`config.mk`:
```
export PLATFORM = sky130hd
export DESIGN_NAME = wb_mem_arbiter
export DESIGN_NICKNAME = d
export VERILOG_FILES = /design/src/rtl/wb_mem_arbiter.sv
export SDC_FILE = /design/constraint.sdc
export NUM_CORES = 1
export LEC_CHECK = 0
export ABC_CLOCK_PERIOD_IN_PS = 2150
export CORE_AREA = 2 2 338 340
export CTS_CLUSTER_DIAMETER = 50
export CTS_CLUSTER_SIZE = 16
export DETAILED_ROUTE_END_ITERATION = 8
export DIE_AREA = 0 0 340 342
export SLEW_MARGIN = 0
export SYNTH_ARGS = -nofsm -noshare
export SYNTH_HDL_FRONTEND = slang
export SYNTH_SLANG_ARGS = --single-unit
export TNS_END_PERCENT = 5
```
`constraint.sdc`:
```
create_clock -name clk -period 2.15 [get_ports clk]
set_input_delay 0.43 -clock clk [delete_from_list [all_inputs] [get_ports clk]]
set_output_delay 0.43 -clock clk [all_outputs]
set_load 0.1 [all_outputs]
```
`src/rtl/wb_mem_arbiter.sv`:
```
// Two-master (I-cache, D-cache) to one-slave Wishbone line arbiter with a one-cycle release turnaround.
// Optional build macro ARB_ROUND_ROBIN_EN: round-robin tie-break; otherwise D wins every tie.
module wb_mem_arbiter #(
  parameter int ADDR_W = 12,
  parameter int DATA_W = 128,
  parameter int SEL_W  = 16
) (
  input  logic              clk,
  input  logic              rst,
  input  logic              i_cyc,
  input  logic              i_stb,
  input  logic              i_we,
  input  logic [ADDR_W-1:0] i_adr,
  input  logic [DATA_W-1:0] i_dat_m,
  input  logic [SEL_W-1:0]  i_sel,
  output logic              i_ack,
  output logic [DATA_W-1:0] i_dat_s,
  input  logic              d_cyc,
  input  logic              d_stb,
  input  logic              d_we,
  input  logic [ADDR_W-1:0] d_adr,
  input  logic [DATA_W-1:0] d_dat_m,
  input  logic [SEL_W-1:0]  d_sel,
  output logic              d_ack,
  output logic [DATA_W-1:0] d_dat_s,
  output logic              m_cyc,
  output logic              m_stb,
  output logic              m_we,
  output logic [ADDR_W-1:0] m_adr,
  output logic [DATA_W-1:0] m_dat_m,
  output logic [SEL_W-1:0]  m_sel,
  input  logic              m_ack,
  input  logic [DATA_W-1:0] m_dat_s
);

  localparam logic [1:0] ST_IDLE    = 2'd0;
  localparam logic [1:0] ST_GNT_I   = 2'd1;
  localparam logic [1:0] ST_GNT_D   = 2'd2;
  localparam logic [1:0] ST_RELEASE = 2'd3;

  logic [1:0] state, state_nxt;
  logic       req_i, req_d;
  logic       pick_d;

  assign req_i = i_cyc & i_stb;
  assign req_d = d_cyc & d_stb;

`ifdef ARB_ROUND_ROBIN_EN
  // last_gnt: 0 = I, 1 = D; only consulted on a tie
  logic last_gnt;

  assign pick_d = req_d & (~req_i | ~last_gnt);

  always_ff @(posedge clk or posedge rst) begin
    if (rst) begin
      last_gnt <= 1'b0;
    end else if (state == ST_IDLE && (req_i || req_d)) begin
      last_gnt <= pick_d;
    end
  end
`else
  assign pick_d = req_d;
`endif

  always_ff @(posedge clk or posedge rst) begin
    if (rst) state <= ST_IDLE;
    else     state <= state_nxt;
  end

  always_comb begin
    state_nxt = state;
    case (state)
      ST_IDLE: begin
        if (pick_d)     state_nxt = ST_GNT_D;
        else if (req_i) state_nxt = ST_GNT_I;
      end
      ST_GNT_I:   if (m_ack || !i_cyc) state_nxt = ST_RELEASE;
      ST_GNT_D:   if (m_ack || !d_cyc) state_nxt = ST_RELEASE;
      ST_RELEASE: state_nxt = ST_IDLE;
      default:    state_nxt = ST_IDLE;
    endcase
  end

  // Outputs decode straight from state so a reset drops m_cyc without waiting for a clock
  always_comb begin
    m_cyc   = 1'b0;
    m_stb   = 1'b0;
    m_we    = 1'b0;
    m_adr   = '0;
    m_dat_m = '0;
    m_sel   = '0;
    i_ack   = 1'b0;
    d_ack   = 1'b0;
    case (state)
      ST_GNT_I: begin
        m_cyc   = i_cyc;
        m_stb   = i_stb;
        m_we    = i_we;
        m_adr   = i_adr;
        m_dat_m = i_dat_m;
        m_sel   = i_sel;
        i_ack   = m_ack & i_cyc;
      end
      ST_GNT_D: begin
        m_cyc   = d_cyc;
        m_stb   = d_stb;
        m_we    = d_we;
        m_adr   = d_adr;
        m_dat_m = d_dat_m;
        m_sel   = d_sel;
        d_ack   = m_ack & d_cyc;
      end
      default: ;
    endcase
  end

  assign i_dat_s = m_dat_s;
  assign d_dat_s = m_dat_s;

endmodule

```
Word level (Yosys, flattened, before mapping)
Cells that the tools add are included.
{"block": "totals", "elab_cells": 30, "regBits": 2}
{"block": "op_classes", "n_eq_ne": 6, "bitwise": 4, "mux": 13, "reduce_logical": 6}
{"cell": "128-bit one-hot mux with 2 select lines", "count": 1}
{"cell": "16-bit one-hot mux with 2 select lines", "count": 1}
{"cell": "12-bit one-hot mux with 2 select lines", "count": 1}
{"cell": "2-bit two-way mux", "count": 4}
{"cell": "2-bit one-hot mux with 4 select lines", "count": 1}
{"cell": "1-bit one-hot mux with 2 select lines", "count": 3}
{"cell": "1-bit bitwise AND", "count": 4}
{"cell": "2-bit == test, second input constant", "count": 2}
{"cell": "2-bit != test, second input constant", "count": 2}
{"cell": "3-bit != test, second input constant", "count": 1}
{"cell": "3-bit AND reduction", "count": 1}
{"cell": "2-bit by 1-bit == test with 1-bit output, second input constant", "count": 1}
{"cell": "1-bit logical NOT", "count": 2}
{"cell": "2-bit logical NOT", "count": 1}
{"cell": "1-bit logical OR", "count": 2}
{"cell": "1-bit two-way mux", "count": 2}

Longest topological paths before layout
Gate-level depths: netlist of the first run.
{"block": "logic_depth", "ltp_word": 4, "ltp_mapped": 7, "mapped_depth_nobuf": 5}

Worst setup path before layout of the first run
No wires, ideal clock.
{"block": "synth_path", "path_kind": "register -> output", "start": "register state[1]", "end": "output port m_dat_m[100]", "stages_incl_launch_ff": 7, "t_arrival_ns": 2.413, "setup_slack_ns": -0.693, "path_cell_list": "dfrtp_1 -> inv_1 -> ha_1 -> inv_2 -> buf_2 -> clkbuf_1 -> nor2_1"}
{"block": "synth_between", "elab_chain_len": 2, "elab_cells_between_ends": 3, "classes_between": "eq/ne (2); mux (1)"}
{"element": "start: declaration", "line": "41", "source": "logic [1:0] state, state_nxt;"}
{"element": "start signal: assignment", "line": "67", "source": "else state <= state_nxt;"}
{"element": "2-bit == test or 2-bit by 1-bit == test with 1-bit output (tied branches)", "line": "94", "source": "case (state)"}
{"element": "128-bit one-hot mux with 2 select lines (*)", "line": "94"}
{"element": "end: declaration", "line": "30", "source": "output logic [DATA_W-1:0] m_dat_m,"}
Mark *: on every way between the ends. The rest lies on a longest branch, timed or not.

Final worst setup path of the first run
{"block": "layout_path", "start": "register state[1]", "end": "output port m_dat_m[46]"}
The elaborated chain is that of the path after synthesis.

==> results of run 1 <==
-- how the worst max path moves through the flow --
stage	endpoint	from	slack, ns
floorplan	m_dat_m[100]	state[1]$_DFFE_PP0P_	-0.35
global placement	m_dat_m[45]	state[1]$_DFFE_PP0P_	-0.28
detailed placement	m_dat_m[45]	state[1]$_DFFE_PP0P_	-0.29
CTS	m_dat_m[32]	state[0]$_DFFE_PP0P_	-0.28
global route	m_dat_m[54]	state[0]$_DFFE_PP0P_	-0.34
finish	m_dat_m[46]	state[1]$_DFFE_PP0P_	-0.28
-- through the flow --
| step | power [mW] | std cells | TNS [ns] | hold WS (ns) | worst slack (ns) |
|---|---|---|---|---|---|
| 6_report | 29.8 | 2417 | -21.44 | 0.363 | -0.278 |
| 5_1_grt | 30.9 | 2405 | -34.61 | 0.394 | -0.340 |
| 4_1_cts | 30.0 | 2399 | -26.39 | 0.363 | -0.276 |
| 3_5_place_dp | 28.3 | 2380 | -2.39 | 0.608 | -0.294 |
| 3_3_place_gp | 28.2 | 2380 | -2.11 | 0.606 | -0.281 |
| 2_1_floorplan | 17.8 | 648 | -40.46 | 0.171 | -0.348 |
-- layer usage --
layer	up-vias	GRT usage [%]	wire length, microns
met5	-	0.123	126
met4	18	0.949	603
met3	54	9.04	12300
met2	713	16.0	28300
met1	2604	12.3	26000
li1	2481	-	-
-- repair_timing --
| action | CTS | global route |
|---|---|---|
| setup buffers | 12 | 2 |
| gates cloned | 4 | 4 |
| pin swaps | 29 | 19 |
| endpoints found under the setup margin | 158 | 159 |
| resized for setup | 72 | 32 |
-- layout make-up --
cell class / instances / area (sq um) / share of cell area, %
repair buffers: 550 / 7470 / 60.6
clock buffers: 3 / 75.1 / 0.610
inverters: 4 / 22.5 / 0.183
diodes: 13 / 32.5 / 0.264
multi-input cells: 333 / 2780 / 22.6
flip-flops and latches: 2 / 50.0 / 0.406
well taps: 1512 / 1890 / 15.4
-- power groups by stage --
stage               registers, mW  logic (mW)  clock network [mW]
CTS                        0.0718        29.6               0.293
global placement           0.0689        28.2                   0
finish                     0.0714        29.4               0.289
global route               0.0734        30.5               0.293
floorplan                  0.0741        17.7                   0
detailed placement         0.0698        28.2                   0
-- logic make-up (layout without fill, tap and decap cells) --
group,count (synthesis),in the layout,share of synthesized area (%)
buffers and inverters,313,557,53.4
multiplexers,2,2,0.585
AND/OR/NAND/NOR,162,162,14.4
flip-flops,2,2,1.17
AO/OA/AOI/OAI,164,164,29.0
other,0,13,0
adder cells (fa/ha/maj),5,5,1.46
-- synth_stat cells --
cell type / count / share of area (%)
and3_1: 1 / 0.15
o2bb2ai_2: 1 / 0.35
and3_2: 1 / 0.18
mux2_4: 1 / 0.35
a22oi_2: 1 / 0.29
mux2i_1: 1 / 0.23
dfrtp_1: 2 / 1.2
o21ai_0: 2 / 0.23
buf_2: 28 / 3.3
nor2_1: 159 / 14
inv_1: 3 / 0.26
nand3_1: 1 / 0.12
a22oi_1: 160 / 28
clkbuf_1: 9 / 0.79
buf_6: 14 / 3.7
buf_4: 258 / 45
ha_1: 5 / 1.5
inv_2: 1 / 0.088
==> impl_metrics.py, run 1 <==
metrics = {
    "power": {
        "power_density_nw_per_um2": 2420,
        "pwr-share-clk_pct": 1.0,
        "power.leakage_nw": 3.92,
        "switchingPower_mw": 19.5,
        "comb_power_share_pct": 98.8,
        "power.internal_mw": 10.3,
        "p_sw_share_pct": 65.4,
        "seqPwrFrac_pct": 0.2,
        "peakVddDrop_mv": 1.03,
    },
    "layout": {
        "syn2layout_area_growth_pct": 188,
        "fin_util_pct": 10.9,
        "largest_reg_flops": 2,
        "drive_gt1_share_pct": 52.0,
        "fillers": 12800,
        "regMostFlops": "state",
        "final_cell_mix": "clkdlybuf4s50_1, buf_12, nor2_2, a22oi_1, a22oi_2",
        "layout_commonest_cell": "clkdlybuf4s50_1",
        "fin_nets": 1348,
        "reg_top3": "state: 2 flops",
        "design_area_sq_um": 12300,
    },
    "setup_path": {
        "cp.depth": 9,
        "r2r_end": "state[1]$_DFFE_PP0P_",
        "cp_max_fo": 8,
        "reg2reg_slack_ns": 0.44,
        "reg2regPathDepth": 7,
        "cp_cell_sequence": "inv_2 -> buf_6 -> ha_4 -> buf_12 -> buf_6 -> buf_16 -> a22oi_2 -> nor2_2 -> buf_12",
        "start_kind": "register",
        "critical_path_class": "register to primary output",
        "slowest_delay_ns": 0.35,
        "critPathSlowestCell": "dfrtp_1",
        "path_buf_inv": 6,
        "worstReg2RegStart": "state[0]$_DFFE_PP0P_",
        "crit_required_ns": 1.72,
        "worst_ep_arrival_time_ns": 2.00,
        "critical-path-top-delay-family": "buffers and inverters",
        "cp-end-kind": "primary output",
    },
    "synthesis": {
        "syn_inst": 648,
        "syn-num-nets": 1102,
        "yosysSeqAreaShare_pct": 1.17,
        "ys_types": 18,
        "synth.avg_cell_area_sq_um": 6.60,
        "netlist_area_sq_um": 4280,
        "ys_seq_elements": 2,
        "synth_warnings": 0,
    },
    "sta": {
        "timing.final.crit_share_pct": 113,
        "slew_headroom_pct": 72.1,
        "fin_crit_ns": 2.43,
        "max_freq_ghz": 0.412,
        "skew_ns": 0.00408,
        "fin_ws_ns": -0.278,
        "worstMarginPinSlew_ns": 0.419,
        "finalHoldViolCount": 0,
        "drv_slew": 0,
        "rsz0062_at_grt": "yes",
        "finalSetupViolCount": 155,
    },
    "floorplan": {
        "core_area_sq_um": 113000,
        "ioPinCount": 866,
        "die_width_microns": 340,
        "die_area_sq_um": 116000,
        "fp.dieH_microns": 342,
        "start_util_pct": 3.78,
        "fp-row-count": 124,
    },
    "run_status": {
        "outcome": "finished, violations left",
        "violations": "negative setup slack",
    },
    "clock_tree": {
        "clockBufferDepth": 2,
        "cts_tree": "yes",
        "ctsHtreeMaxLevel": 1,
        "cts_sinks": 2,
        "cts_root_buf": "clkbuf_16",
        "cts_made_buffers": 3,
        "hold_buffers": 0,
        "path_clk_slew_ns": 0.03,
        "insertion_delay_ns": 0.23,
    },
    "routing": {
        "dr.pass1.iters": 4,
        "routed_via_density": 2.43,
        "drcViolationCount": 0,
        "ant_nets": 0,
        "wire_per_inst_microns": 27.9,
        "dr.first_iter.drc_count": 149,
        "wl_mm": 67.4,
        "dr_total_vias": 5870,
    },
    "grt": {
        "grt-ovfl-total": 0,
        "track_usage_pct": 10.8,
        "first_global_vias": 6095,
        "grt_pass1_wl_mm": 79.2,
        "grt_max_degree": 52,
        "grt_antenna_before_repair": 25,
    },
    "placed_design": {
        "dp_hpwl_mm": 61.3,
        "gp_congestion": 0.774,
        "port_buffers": 481,
        "placed_cell_area_sq_um": 11400,
    },
    "flow_run": {
        "maxCapViolCount": 0,
    },
    "hold_path": {
        "hold_path_class": "input port to async pin",
    },
}
Note: power is estimated with default switching activity, not from simulation.
==> run 2, diff against run 1 <==
--- a/config.mk
+++ b/config.mk
@@ -8,9 +8,10 @@
 export ABC_CLOCK_PERIOD_IN_PS = 2150
 export CORE_AREA = 2 2 338 340
 export CTS_CLUSTER_DIAMETER = 50
-export CTS_CLUSTER_SIZE = 16
+export CTS_CLUSTER_SIZE = 14
 export DETAILED_ROUTE_END_ITERATION = 8
 export DIE_AREA = 0 0 340 342
+export SKIP_LAST_GASP = 1
 export SLEW_MARGIN = 0
 export SYNTH_ARGS = -nofsm -noshare
 export SYNTH_HDL_FRONTEND = slang
==> impl_metrics.py, run 2 (same netlist as run 1, synthesis figures left out) <==
metrics = {
    "floorplan": {
        "fp-row-count": 124,
        "start_util_pct": 3.78,
        "die_width_microns": 340,
        "fp.dieH_microns": 342,
        "core_area_sq_um": 113000,
        "ioPinCount": 866,
        "die_area_sq_um": 116000,
    },
    "sta": {
        "worstMarginPinSlew_ns": 0.468,
        "max_freq_ghz": 0.403,
        "skew_ns": 0.00398,
        "fin_ws_ns": -0.334,
        "fin_setup_tns_ns": -23.60,
        "finalHoldViolCount": 0,
        "slew_headroom_pct": 68.8,
        "finalSetupViolCount": 159,
        "rsz0062_at_grt": "yes",
        "timing.final.crit_share_pct": 116,
        "fin_crit_ns": 2.48,
        "drv_slew": 0,
        "hold_ws_ns": 0.363,
    },
    "layout": {
        "fin_util_pct": 10.6,
        "design_area_sq_um": 12000,
        "reg_top3": "state: 2 flops",
        "regMostFlops": "state",
        "fin_nets": 1344,
        "final_cell_mix": "clkdlybuf4s50_1, buf_12, nor2_2, a22oi_1, a22oi_2",
        "largest_reg_flops": 2,
        "fillers": 12900,
        "drive_gt1_share_pct": 48.0,
        "fin_cells": 2415,
        "syn2layout_area_growth_pct": 180,
        "layout_commonest_cell": "clkdlybuf4s50_1",
    },
    "placed_design": {
        "place_inst": 2380,
        "port_buffers": 481,
        "placed_cell_area_sq_um": 11400,
        "gp_congestion": 0.774,
        "dp_hpwl_mm": 61.3,
    },
    "clock_tree": {
        "hold_buffers": 0,
        "clockBufferDepth": 2,
        "cts_tree": "yes",
        "path_clk_slew_ns": 0.03,
        "cts_root_buf": "clkbuf_16",
        "ctsHtreeMaxLevel": 1,
        "insertion_delay_ns": 0.23,
        "cts_made_buffers": 3,
        "cts_sinks": 2,
    },
    "power": {
        "peakVddDrop_mv": 1.11,
        "pwr-share-clk_pct": 1.0,
        "power.internal_mw": 9.97,
        "p_sw_share_pct": 65.7,
        "power_density_nw_per_um2": 2430,
        "comb_power_share_pct": 98.8,
        "seqPwrFrac_pct": 0.2,
        "power.leakage_nw": 3.86,
        "switchingPower_mw": 19.1,
    },
    "setup_path": {
        "slowest_delay_ns": 0.40,
        "crit_required_ns": 1.72,
        "critical_path_class": "register to primary output",
        "cp-end-kind": "primary output",
        "start_kind": "register",
        "worst_path_most_repeated_cell": "buf_12",
        "reg2regPathDepth": 7,
        "cp_cell_sequence": "buf_4 -> ha_4 -> buf_12 -> buf_6 -> buf_16 -> a22oi_2 -> nor2_2 -> buf_12",
        "worst_ep_arrival_time_ns": 2.05,
        "cp_max_fo": 8,
        "critPathSlowestCell": "a22oi_2",
    },
    "hold_path": {
        "hold_path_class": "input port to async pin",
    },
    "routing": {
        "drcViolationCount": 0,
        "ant_nets": 0,
        "wl_mm": 66.8,
        "wire_per_inst_microns": 27.7,
        "routed_via_density": 2.39,
        "dr_total_vias": 5773,
        "dr.pass1.iters": 4,
        "dr.first_iter.drc_count": 247,
    },
    "grt": {
        "first_global_vias": 6035,
        "track_usage_pct": 10.8,
        "grt-ovfl-total": 0,
        "grt_antenna_before_repair": 25,
        "grt_max_degree": 52,
        "grt_pass1_wl_mm": 78.9,
    },
    "flow_run": {
        "maxCapViolCount": 0,
    },
    "run_status": {
        "outcome": "finished, violations left",
        "violations": "negative setup slack",
    },
}
[run 2: changes by cell type in the layout (fill, tap and decap cells not counted), moves of 2 or more]
cell	previous run	this run
a22oi_1	97	130
a22oi_2	64	31
buf_6	7	5
diode_2	13	15
nor2_2	140	159
nor2_4	19	0
[run 2: path summary, 6_finish.rpt]
| kind | slack, ns | from | end |
|---|---|---|---|
| setup / recovery | -0.33 | state[0]$_DFFE_PP0P_ | m_dat_m[32] |
| hold / removal | 0.36 | rst | state[0]$_DFFE_PP0P_ |
| setup reg to reg | 0.40 | state[0]$_DFFE_PP0P_ | state[1]$_DFFE_PP0P_ |
| hold reg to reg | 0.68 | state[1]$_DFFE_PP0P_ | state[1]$_DFFE_PP0P_ |
| max in group asynchronous | 1.67 | rst | state[1]$_DFFE_PP0P_ |
| min in group clk | 0.68 | state[1]$_DFFE_PP0P_ | state[1]$_DFFE_PP0P_ |
[run 2: per-stage QoR]
step | power (mW) | setup slack (ns)
after global placement | 28.2 | -0.281
after CTS | 29.7 | -0.276
after floorplan | 17.8 | -0.348
after detailed placement | 28.3 | -0.294
after global routing | 30.2 | -0.329
final | 29.1 | -0.334
[run 2: repair_timing]
action / in CTS / in global routing
gates resized for setup: 42 / 4
endpoints found under the setup margin: 158 / 159
gates cloned: 4 / 2
buffers inserted: 12 / 0
pin swaps: 17 / 8
[run 2: cell type report]
cell class	instances	area (sq um)	area share, %
flip-flops and latches	2	50.0	0.418
multi-input cells	333	2510	21.0
repair buffers	546	7380	61.7
diodes	15	37.5	0.313
inverters	4	22.5	0.188
well taps	1512	1890	15.8
clock buffers	3	75.1	0.627
[run 2: critical path: cells and delay by family, from the launching register on]
kind | cells | cell delay, ns
fa+ha+maj | 1 | 0.17
buf+inv | 5 | 0.75
compound gates | 1 | 0.40
simple gates | 1 | 0.09
flops | 1 | 0.37
[run 2: power by group through the flow]
stage | Clock (mW) | Sequential (mW) | Combinational [mW]
floorplan | 0 | 0.0741 | 17.7
global placement | 0 | 0.0689 | 28.2
detailed placement | 0 | 0.0698 | 28.2
CTS | 0.293 | 0.0718 | 29.3
global route | 0.293 | 0.0734 | 29.8
finish | 0.289 | 0.0711 | 28.7
[run 2: routing by layer]
layer | global-route usage, % | up-vias | wire, microns
met1 | 12.4 | 2564 | 26800
met5 | 0.123 | - | 105
met4 | 1.11 | 16 | 588
met2 | 15.9 | 667 | 27700
met3 | 8.87 | 48 | 11600
li1 | - | 2478 | -
